File: src/rtl/decoder_scan.sv
// Registered N-to-2^N one-hot decoder with a direct mode (decode a loaded
// index) and a scan mode (step through every output, holding each for DWELL cycles).
module decoder_scan #(
  parameter int IN_W       = 3,
  parameter int DWELL      = 4,
  parameter int ACTIVE_LOW = 0
) (
  input  logic                   clk,
  input  logic                   rst,
  input  logic                   en,
  input  logic                   mode,
  input  logic                   load,
  input  logic [IN_W-1:0]        in,
  output logic [(2**IN_W)-1:0]   out,
  output logic [IN_W-1:0]        idx,
  output logic                   valid,
  output logic                   wrap
);

  localparam int OUT_W = 2 ** IN_W;
  localparam int CNT_W = (DWELL <= 2) ? 1 : $clog2(DWELL);
  localparam logic [CNT_W-1:0] CNT_LAST = CNT_W'(DWELL - 1);
  localparam logic [IN_W-1:0]  IDX_LAST = {IN_W{1'b1}};
  localparam logic [OUT_W-1:0] INACTIVE = (ACTIVE_LOW != 0) ? {OUT_W{1'b1}} : {OUT_W{1'b0}};

  typedef enum logic [1:0] {
    IDLE = 2'd0,
    HOLD = 2'd1,
    SCAN = 2'd2
  } state_t;

  state_t           state, state_n;
  logic [CNT_W-1:0] cnt, cnt_n;
  logic [IN_W-1:0]  idx_n;
  logic [OUT_W-1:0] out_n;
  logic             valid_n, wrap_n;

  // NOTE: every variable gets a default at the top of always_comb so no
  // branch can leave it unassigned and infer a latch.
  always_comb begin
    state_n = state;
    idx_n   = idx;
    cnt_n   = cnt;
    wrap_n  = 1'b0;

    if (!en) begin
      state_n = IDLE;
      cnt_n   = '0;
    end else begin
      unique case (state)
        IDLE, HOLD: begin
          // mode outranks load, so a simultaneous load is dropped on scan entry.
          if (mode) begin
            state_n = SCAN;
            cnt_n   = '0;
          end else if (load) begin
            state_n = HOLD;
            idx_n   = in;
          end
        end
        SCAN: begin
          if (!mode) begin
            state_n = HOLD;
            cnt_n   = '0;
          end else if (cnt == CNT_LAST) begin
            idx_n  = idx + IN_W'(1);
            cnt_n  = '0;
            wrap_n = (idx == IDX_LAST);
          end else begin
            cnt_n = cnt + CNT_W'(1);
          end
        end
        default: begin
          state_n = IDLE;
          cnt_n   = '0;
        end
      endcase
    end

    // Outputs are computed from next-state values so they can be registered
    // and still appear in the same cycle as the state they describe.
    valid_n = (state_n != IDLE);
    out_n   = valid_n ? ((OUT_W'(1) << idx_n) ^ INACTIVE) : INACTIVE;
  end

  // NOTE: sequential state uses non-blocking assignments so all flops update
  // together from values sampled before the edge.
  always_ff @(posedge clk or posedge rst) begin
    if (rst) begin
      state <= IDLE;
      cnt   <= '0;
      idx   <= '0;
      out   <= INACTIVE;
      valid <= 1'b0;
      wrap  <= 1'b0;
    end else begin
      state <= state_n;
      cnt   <= cnt_n;
      idx   <= idx_n;
      out   <= out_n;
      valid <= valid_n;
      wrap  <= wrap_n;
    end
  end

endmodule

File: config.mk
export PLATFORM = sky130hd
export DESIGN_NAME = decoder_scan
export DESIGN_NICKNAME = d
export VERILOG_FILES = /design/src/rtl/decoder_scan.sv
export SDC_FILE = /design/constraint.sdc
export NUM_CORES = 1
export LEC_CHECK = 0
export ABC_AREA = 1
export CAP_MARGIN = 5
export CORE_MARGIN = 3
export CORE_UTILIZATION = 50
export CTS_CLUSTER_SIZE = 10
export DETAILED_ROUTE_END_ITERATION = 8
export PLACE_DENSITY = 0.89
export SYNTH_ARGS = -nofsm -noshare
export SYNTH_HDL_FRONTEND = slang
export SYNTH_SLANG_ARGS = --single-unit
File: constraint.sdc
create_clock -name clk -period 3.8 [get_ports clk]
set_input_delay 0.38 -clock clk [delete_from_list [all_inputs] [get_ports clk]]
set_output_delay 0.38 -clock clk [all_outputs]
set_load 0.02 [all_outputs]
# Word level (Yosys, flattened, before mapping)
# Index checks and enable logic that the tools add are counted.
[word_totals] ff_bits=17 in_bits=8 out_inout_bits=13 wordCells=38
[classes] addsub=2 n_eq_ne=5 shifts=1 muxes=21 reduce_logical=3
[ops] op="$mux W2" count=8
[ops] op="$mux W3" count=5
[ops] op="$mux W8" count=1
[ops] op="$pmux W2 S2" count=2
[ops] op="$shl A1 B3 Y8 const A" count=1
[ops] op="$pmux W3 S2" count=1
[ops] op="$eq A2 B2 Y1 const B" count=2
[ops] op="$mux W1" count=4
[ops] op="$add A3 B1 Y3 const B" count=1
[ops] op="$eq A3 B3 Y1 const B" count=1
[ops] op="$ne A3 B3 Y1 const B" count=1
[ops] op="$add A2 B1 Y2 const B" count=1
[ops] op="$eq A2 B1 Y1 const B" count=1
[ops] op="$logic_not A2 Y1" count=1
[ops] op="$reduce_bool A2 Y1" count=1
[ops] op="$reduce_or A2 Y1" count=1

# Logic depth before layout (Yosys ltp)
# Gate-level depths: netlist of the first run.
[depth] word_depth=7 mapped_depth=9 ltp_nobuf=9

# Worst setup path before layout of the first run
# OpenSTA, ideal clock, no wires.
[synth_path] path_type="register -> register" from="reg idx[0]" to="reg out[4]" setup_ns=0.117 t_arrival_ns=1.434 required_ns=3.683 path_slack_ns=2.249 path_stages_with_launch=10 path_buffers=0 period_less_slack_ns=1.551 path_cell_list="dfrtp_1 ha_1 ha_1 nand3b_1 nand3_1 nand2_1 nand2_2 nand2_2 nand2_2 nor2_1"
[synth_between] elab_chain_cells=7 elab_cells_between_ends=9 classes_between="1 x add/sub; 1 x shift; 7 x mux"
[synth_lines] element="start: declaration" line="15" rtl="output logic [IN_W-1:0] idx,"
[synth_lines] element="start signal: assignment" line="99" rtl="idx <= idx_n;"
[synth_lines] element="$add A3 B1 Y3" line="66" rtl="idx_n = idx + IN_W'(1);"
[synth_lines] element="$mux W3" line="65" rtl="end else if (cnt == CNT_LAST) begin"
[synth_lines] element="$mux W3" line="62" rtl="if (!mode) begin"
[synth_lines] element="$pmux W3 S2" line="50" rtl="unique case (state)"
[synth_lines] element="$mux W3" line="46" rtl="if (!en) begin"
[synth_lines] element="named net idx_n[2]" line="34" rtl="logic [IN_W-1:0] idx_n;"
[synth_lines] element="$shl A1 B3 Y8" line="83" rtl="out_n = valid_n ? ((OUT_W'(1) << idx_n) ^ INACTIVE) : INACTIVE;"
[synth_lines] element="$mux W8" line="83"
[synth_lines] element="named net out_n[4]" line="35" rtl="logic [OUT_W-1:0] out_n;"
[synth_lines] element="end signal: assignment" line="100" rtl="out <= out_n;"
[synth_lines] element="end: declaration" line="14" rtl="output logic [(2**IN_W)-1:0] out,"
# The timed path passes the listed nets, and every way through them passes these cells.
# A chain may end at the register's enable or synchronous reset.

# Final worst setup path of the first run
[layout_path] from="reg idx[0]" to="out idx[0]"
# No word-level cell between the ends.

==> results of run 1 <==
[flip-flops by register name, indices dropped and copies added, names as in the netlist]
name / flops
state: 2
out: 8
cnt: 2
wrap: 1
valid: 1
idx: 3
[power breakdown]
part	switching (mW)	internal, mW
combinational	0.0711	0.0490
sequential	0.00884	0.194
clock	0.0519	0.0409
[area by class of cell]
type | count | share of cell area, %
Clock buffer | 4 | 2.39
Inverter | 13 | 4.66
Multi-Input combinational cell | 68 | 34.3
Sequential cell | 17 | 38.6
Tap cell | 16 | 1.82
Timing Repair Buffer | 20 | 18.2
[cell usage in the layout, fill, tap and decap left out]
| cell | netlist | routed |
|---|---|---|
| nor3_1 | 1 | 1 |
| nor3b_1 | 1 | 1 |
| o31ai_1 | 1 | 1 |
| nand3b_1 | 2 | 2 |
| o21ai_0 | 1 | 1 |
| clkdlybuf4s50_1 | 0 | 20 |
| nand2_2 | 6 | 6 |
| nand2_4 | 1 | 1 |
| nand3_2 | 1 | 1 |
| o22ai_2 | 1 | 1 |
| nor2_2 | 1 | 1 |
| ha_1 | 4 | 4 |
| clkbuf_4 | 0 | 3 |
| inv_4 | 1 | 1 |
| a21oi_2 | 2 | 2 |
| dfrtp_1 | 17 | 17 |
| nand4_1 | 2 | 2 |
| clkbuf_1 | 0 | 1 |
| nor2_1 | 12 | 12 |
| nand3_1 | 12 | 12 |
| nand2_1 | 20 | 20 |
| inv_1 | 12 | 12 |
[logic make-up after synthesis]
logic type,count (synthesis),synth area share (%)
AND/OR/NAND/NOR,59,32.9
AO/OA/AOI/OAI,5,4.91
buffers and inverters,14,7.23
flip-flops,17,49.1
adder cells (fa/ha/maj),4,5.78
[how the worst max path moves through the flow]
stage,endpoint,cells past startpoint,slack (ns)
2_1_floorplan,out[4],9,2.25
3_3_place_gp,out[3],5,1.90
3_5_place_dp,out[3],5,1.88
4_1_cts,idx[0],1,2.07
5_1_grt,out[3],8,2.01
6_report,idx[0],1,2.09
[per-layer routing]
layer / GRT usage [%] / part of all wire, %
met1: 22.1 / 44
met2: 27.3 / 47
met3: 7.52 / 6.6
met4: 10.8 / 2.5
met5: 0 / 0
==> impl_metrics.py, run 1 <==
metrics = {
    "power": {
        "peakVddDrop_mv": 0.287,
        "powerDensity_nw_per_um2": 377,
        "p_leak_nw": 0.550,
        "total_power_mw": 0.416,
    },
    "floorplan": {
        "start_util_pct": 55.5,
        "rows": 14,
        "fp.dieW_microns": 47.6,
        "die_h_microns": 47.6,
        "core_region_area_sq_um": 1560,
        "dieArea_sq_um": 2270,
        "io-pin-count": 21,
    },
    "worst_setup_path": {
        "cp_num_buf_inv": 1,
        "critPathSlowestCell": "clkdlybuf4s50_1",
        "rr_startpoint": "idx[0]",
        "cp-end-kind": "output pin",
        "critPathLaunch": "idx[0]",
        "cp_max_fo": 4,
        "critical-path-top-delay-family": "buffers and inverters",
        "start_kind": "register",
        "rrSetupSlack_ns": 2.13,
        "reg2reg_depth": 8,
        "critPathMaxStageDelay_ns": 0.63,
        "worstSetupPathType": "register to output pin",
        "cp.arrival_ns": 1.33,
        "worstReg2RegEnd": "out[3]",
        "crit_chain": "clkdlybuf4s50_1",
        "required_ns": 3.42,
    },
    "clock_network": {
        "cts_root_buffer": "clkbuf_4",
        "clkTransAtPathRegs_ns": 0.09,
        "cts_buffer_depth": 2,
        "cts_tree": "done",
        "cts_hold_buf": 0,
        "clock_latency_ns": 0.29,
        "clock_sinks": 17,
        "htreeDepth": 1,
        "cts_setup_buffers": 0,
        "cts_made_buffers": 3,
        "cts_resized": 0,
    },
    "placement": {
        "placed_cells": 134,
        "dp.final_hpwl_microns": 1360,
        "port_buffers": 20,
        "placed_cell_area_sq_um": 1070,
        "place_congestion": 0.903,
        "dp_slack_ns": 1.88,
    },
    "sta": {
        "finalClockSkew_ns": 0.0100,
        "setup_ws_ns": 2.09,
        "timing.fmax_mhz": 583,
        "max_slew.worst_pin.slew_ns": 0.624,
        "final.setup.tns_ns": 0,
        "maxSlewHeadroom_pct": 58.4,
        "report.final.setup_viol": 0,
        "holdWs_ns": 0.451,
        "fin_crit_ns": 1.71,
        "rsz0062_at_grt": "no",
        "post-route-period-util_pct": 45.1,
        "drv_slew": 0,
        "hold_viol_final": 0,
    },
    "layout": {
        "final_layout_size_suffix_gt1_share_pct": 13.1,
        "regArea_sq_um": 425,
        "multi_input_comb_area_sq_um": 378,
        "fin_nets": 135,
        "fillCellCount": 108,
        "fin_area_sq_um": 1100,
        "fin_cells": 138,
        "final_core_util_pct": 70.6,
        "area_growth_pct": 27.2,
        "diodes": 0,
    },
    "synth": {
        "synth.distinct_cells": 20,
        "synth_most_common_cell": "nand2_1",
        "synth-main-ff-cell": "dfrtp_1",
        "synth_top_area_share_pct": 49.1,
        "yosys.area.top_type": "dfrtp_1",
        "synth.area.top_cells": "dfrtp_1 49%, nand2_1 8.7%, nand3_1 6.9%, ha_1 5.8%, inv_1 5.2%",
        "synth-seq-cells": 17,
        "ys_warn_count": 0,
        "yosysSeqAreaShare_pct": 49.1,
        "synth_commonest_cells": "20 x nand2_1, 17 x dfrtp_1, 12 x inv_1, 12 x nand3_1, 12 x nor2_1",
        "async_flop_share_pct": 100,
        "syn_avg_cell_area_sq_um": 8.75,
        "synth_edf_count": 0,
        "syn-num-nets": 111,
        "syn_inst": 99,
        "netlist_area_sq_um": 866,
    },
    "global_route": {
        "grt_max_degree": 18,
        "grt_pass1_wl_microns": 2690,
        "antenna_found_initial": 0,
        "grt.total_usage_pct": 18.3,
        "grt_pass1_vias": 625,
        "grt_overflow": 0,
    },
    "routing": {
        "drt.antenna.violating_nets": 0,
        "drc": 0,
        "drtPass1Iterations": 4,
        "vias_per_cell": 5.31,
        "routed_wl_microns": 1760,
        "drtIter0Drc": 18,
        "wire_per_inst_microns": 12.8,
        "vias": 733,
    },
    "job": {
        "maxCapViolCount": 0,
    },
    "min_path": {
        "worstHoldPathType": "input pin to async pin",
    },
    "outcome": {
        "outcome": "completed",
    },
}
(Power assumes the default switching activity.)
==> run 2: changes to the inputs <==
Settings changed: CORE_UTILIZATION 50 to 47, PLACE_DENSITY 0.89 to 0.84.
Clock period 3.8 ns to 1.7 ns, I/O delays scaled along.
==> run 2 against run 1 <==
Sequential power up 120%. Non-clock buffer count up 3. Global-route usage down 3.0 points. Clock skew down 0.0092 ns. Clock-buffer cell count down 1. Worst hold slack worse by 0.28 ns. First-iteration DRC count down 50%. Die area up 5.6%. Total power up 130%. Core utilization up 0.10 points. Wire length up 0.17%. Largest cell class unchanged. Critical path depth up 8.
==> impl_metrics.py, run 2 (synthesis results as in run 1) <==
metrics = {
    "sta": {
        "hold_viol_final": 0,
        "maxSlewHeadroom_pct": 78.9,
        "final.setup.tns_ns": 0,
        "drv_slew": 0,
        "rsz0062_at_grt": "no",
        "finalClockSkew_ns": 0.000817,
        "timing.fmax_mhz": 633,
        "max_slew.worst_pin.slew_ns": 0.315,
        "fin_crit_ns": 1.58,
        "report.final.setup_viol": 0,
        "post-route-period-util_pct": 92.9,
    },
    "global_route": {
        "grt_max_degree": 18,
        "grt.total_usage_pct": 15.3,
        "grt_pass1_vias": 696,
        "antenna_found_initial": 0,
        "grt_overflow": 0,
        "grt_pass1_wl_microns": 2880,
    },
    "power": {
        "clkPwrFrac_pct": 23.2,
        "total_power_mw": 0.958,
        "switching_share_pct": 33.1,
        "p_leak_nw": 0.568,
        "p_comb_share_pct": 29.7,
        "peakVddDrop_mv": 0.561,
        "p_sw_mw": 0.317,
        "internal-power_mw": 0.641,
        "powerDensity_nw_per_um2": 840,
        "p_seq_share_pct": 47.1,
    },
    "worst_setup_path": {
        "cp.arrival_ns": 1.78,
        "cp-end-kind": "register",
        "crit_end": "out[6]",
        "worstSetupPathType": "register to register",
        "worstReg2RegEnd": "out[6]",
        "reg2reg_depth": 9,
        "rrSetupSlack_ns": 0.12,
        "required_ns": 1.90,
        "rr_startpoint": "idx[1]",
        "start_kind": "register",
        "critPathLaunch": "idx[1]",
        "cp_max_fo": 4,
    },
    "routing": {
        "wire_per_inst_microns": 11.8,
        "drtIter0Drc": 9,
        "vias": 725,
        "drtPass1Iterations": 4,
        "drt.antenna.violating_nets": 0,
        "drc": 0,
        "vias_per_cell": 4.87,
        "routed_wl_microns": 1760,
    },
    "outcome": {
        "outcome": "completed",
    },
    "layout": {
        "regArea_sq_um": 425,
        "final_layout_size_suffix_gt1_share_pct": 17.6,
        "area_growth_pct": 31.6,
        "fin_nets": 138,
        "multi_input_comb_area_sq_um": 383,
        "diodes": 0,
        "fin_area_sq_um": 1140,
        "fin_cells": 149,
        "fillCellCount": 133,
        "top_regs": "out: 8 flops, idx: 3 flops",
        "top_register": "out",
        "final_core_util_pct": 70.7,
        "largest_reg_flops": 8,
        "mostFrequentLayoutCells": "20 x nand2_1, 20 x clkdlybuf4s50_1, 17 x dfrtp_1",
    },
    "clock_network": {
        "clkTransAtPathRegs_ns": 0.10,
        "htreeDepth": 1,
        "cts_root_buffer": "clkbuf_4",
        "clock_sinks": 17,
        "cts_hold_buf": 0,
        "cts_buffer_depth": 2,
        "cts_made_buffers": 3,
        "cts_tree": "done",
        "clock_latency_ns": 0.30,
    },
    "job": {
        "maxCapViolCount": 0,
    },
    "placement": {
        "place_congestion": 0.851,
        "dp.final_hpwl_microns": 1370,
        "port_buffers": 20,
        "placed_cells": 144,
        "placed_cell_area_sq_um": 1100,
    },
    "floorplan": {
        "start_util_pct": 53.7,
        "io-pin-count": 21,
        "fp.dieW_microns": 48.9,
        "die_h_microns": 48.9,
        "rows": 14,
        "dieArea_sq_um": 2390,
        "core_region_area_sq_um": 1610,
    },
    "min_path": {
        "worstHoldPathType": "input pin to async pin",
    },
}
-- run 2: cell types whose count changed in the layout (fill, tap and decap cells not counted), sizes merged --
cell	before	now
clkbuf	4	3
buf	0	3
clkinv	0	1
-- run 2: per-stage QoR --
step | hold slack [ns] | setup slack (ns)
floorplan | 0.0961 | 0.149
detailed placement | 0.502 | 0.0794
CTS | 0.171 | 0.0815
finish | 0.169 | 0.121
global route | 0.220 | 0.00198
global placement | 0.502 | 0.118
-- run 2: final cells by class --
class,count,area share (%)
sequential,17,37.3
multi-input combinational,68,33.6
timing repair buffer,23,19.5
inverter,13,4.50
tap,24,2.63
clock buffer,3,1.98
clock inverter,1,0.439
-- run 2: critical path, cell delays in order (launching register included) --
cell,delay (ns)
dfrtp_1,0.41
ha_1,0.20
ha_1,0.26
nand3b_1,0.15
nand3_1,0.10
nand2_1,0.07
nand2_2,0.08
nand2_2,0.06
nand2_2,0.09
nor2_1,0.06
-- run 2: what timing repair did --
item | CTS | global route
setup endpoints to repair | 0 | 8
gates resized for setup | 0 | 2
setup buffers | 0 | 1
-- run 2: how the worst min path moves through the flow --
stage	startpoint	to	slack (ns)	cells after the start
after floorplan	rst	cnt[0]	0.1	1
after global placement	rst	wrap	0.50	3
after detailed placement	rst	out[6]	0.50	3
after CTS	rst	cnt[0]	0.17	3
after global routing	rst	cnt[0]	0.22	3
final	rst	out[6]	0.17	3
-- run 2: layer usage --
metal | up-vias | global-route usage [%] | share of wire (%)
met5 | - | 0 | 0
met4 | 0 | 7.11 | 1.3
met3 | 4 | 2.45 | 4.1
met2 | 19 | 25.8 | 47
met1 | 334 | 18.9 | 48
li1 | 368 | - | -
-- run 2: power by group through the flow --
stage	logic, mW	registers [mW]	clock network (mW)
after floorplan	0.135	0.492	0
after global placement	0.267	0.461	0
after detailed placement	0.273	0.462	0
after CTS	0.275	0.454	0.229
after global routing	0.313	0.454	0.242
final	0.284	0.451	0.222
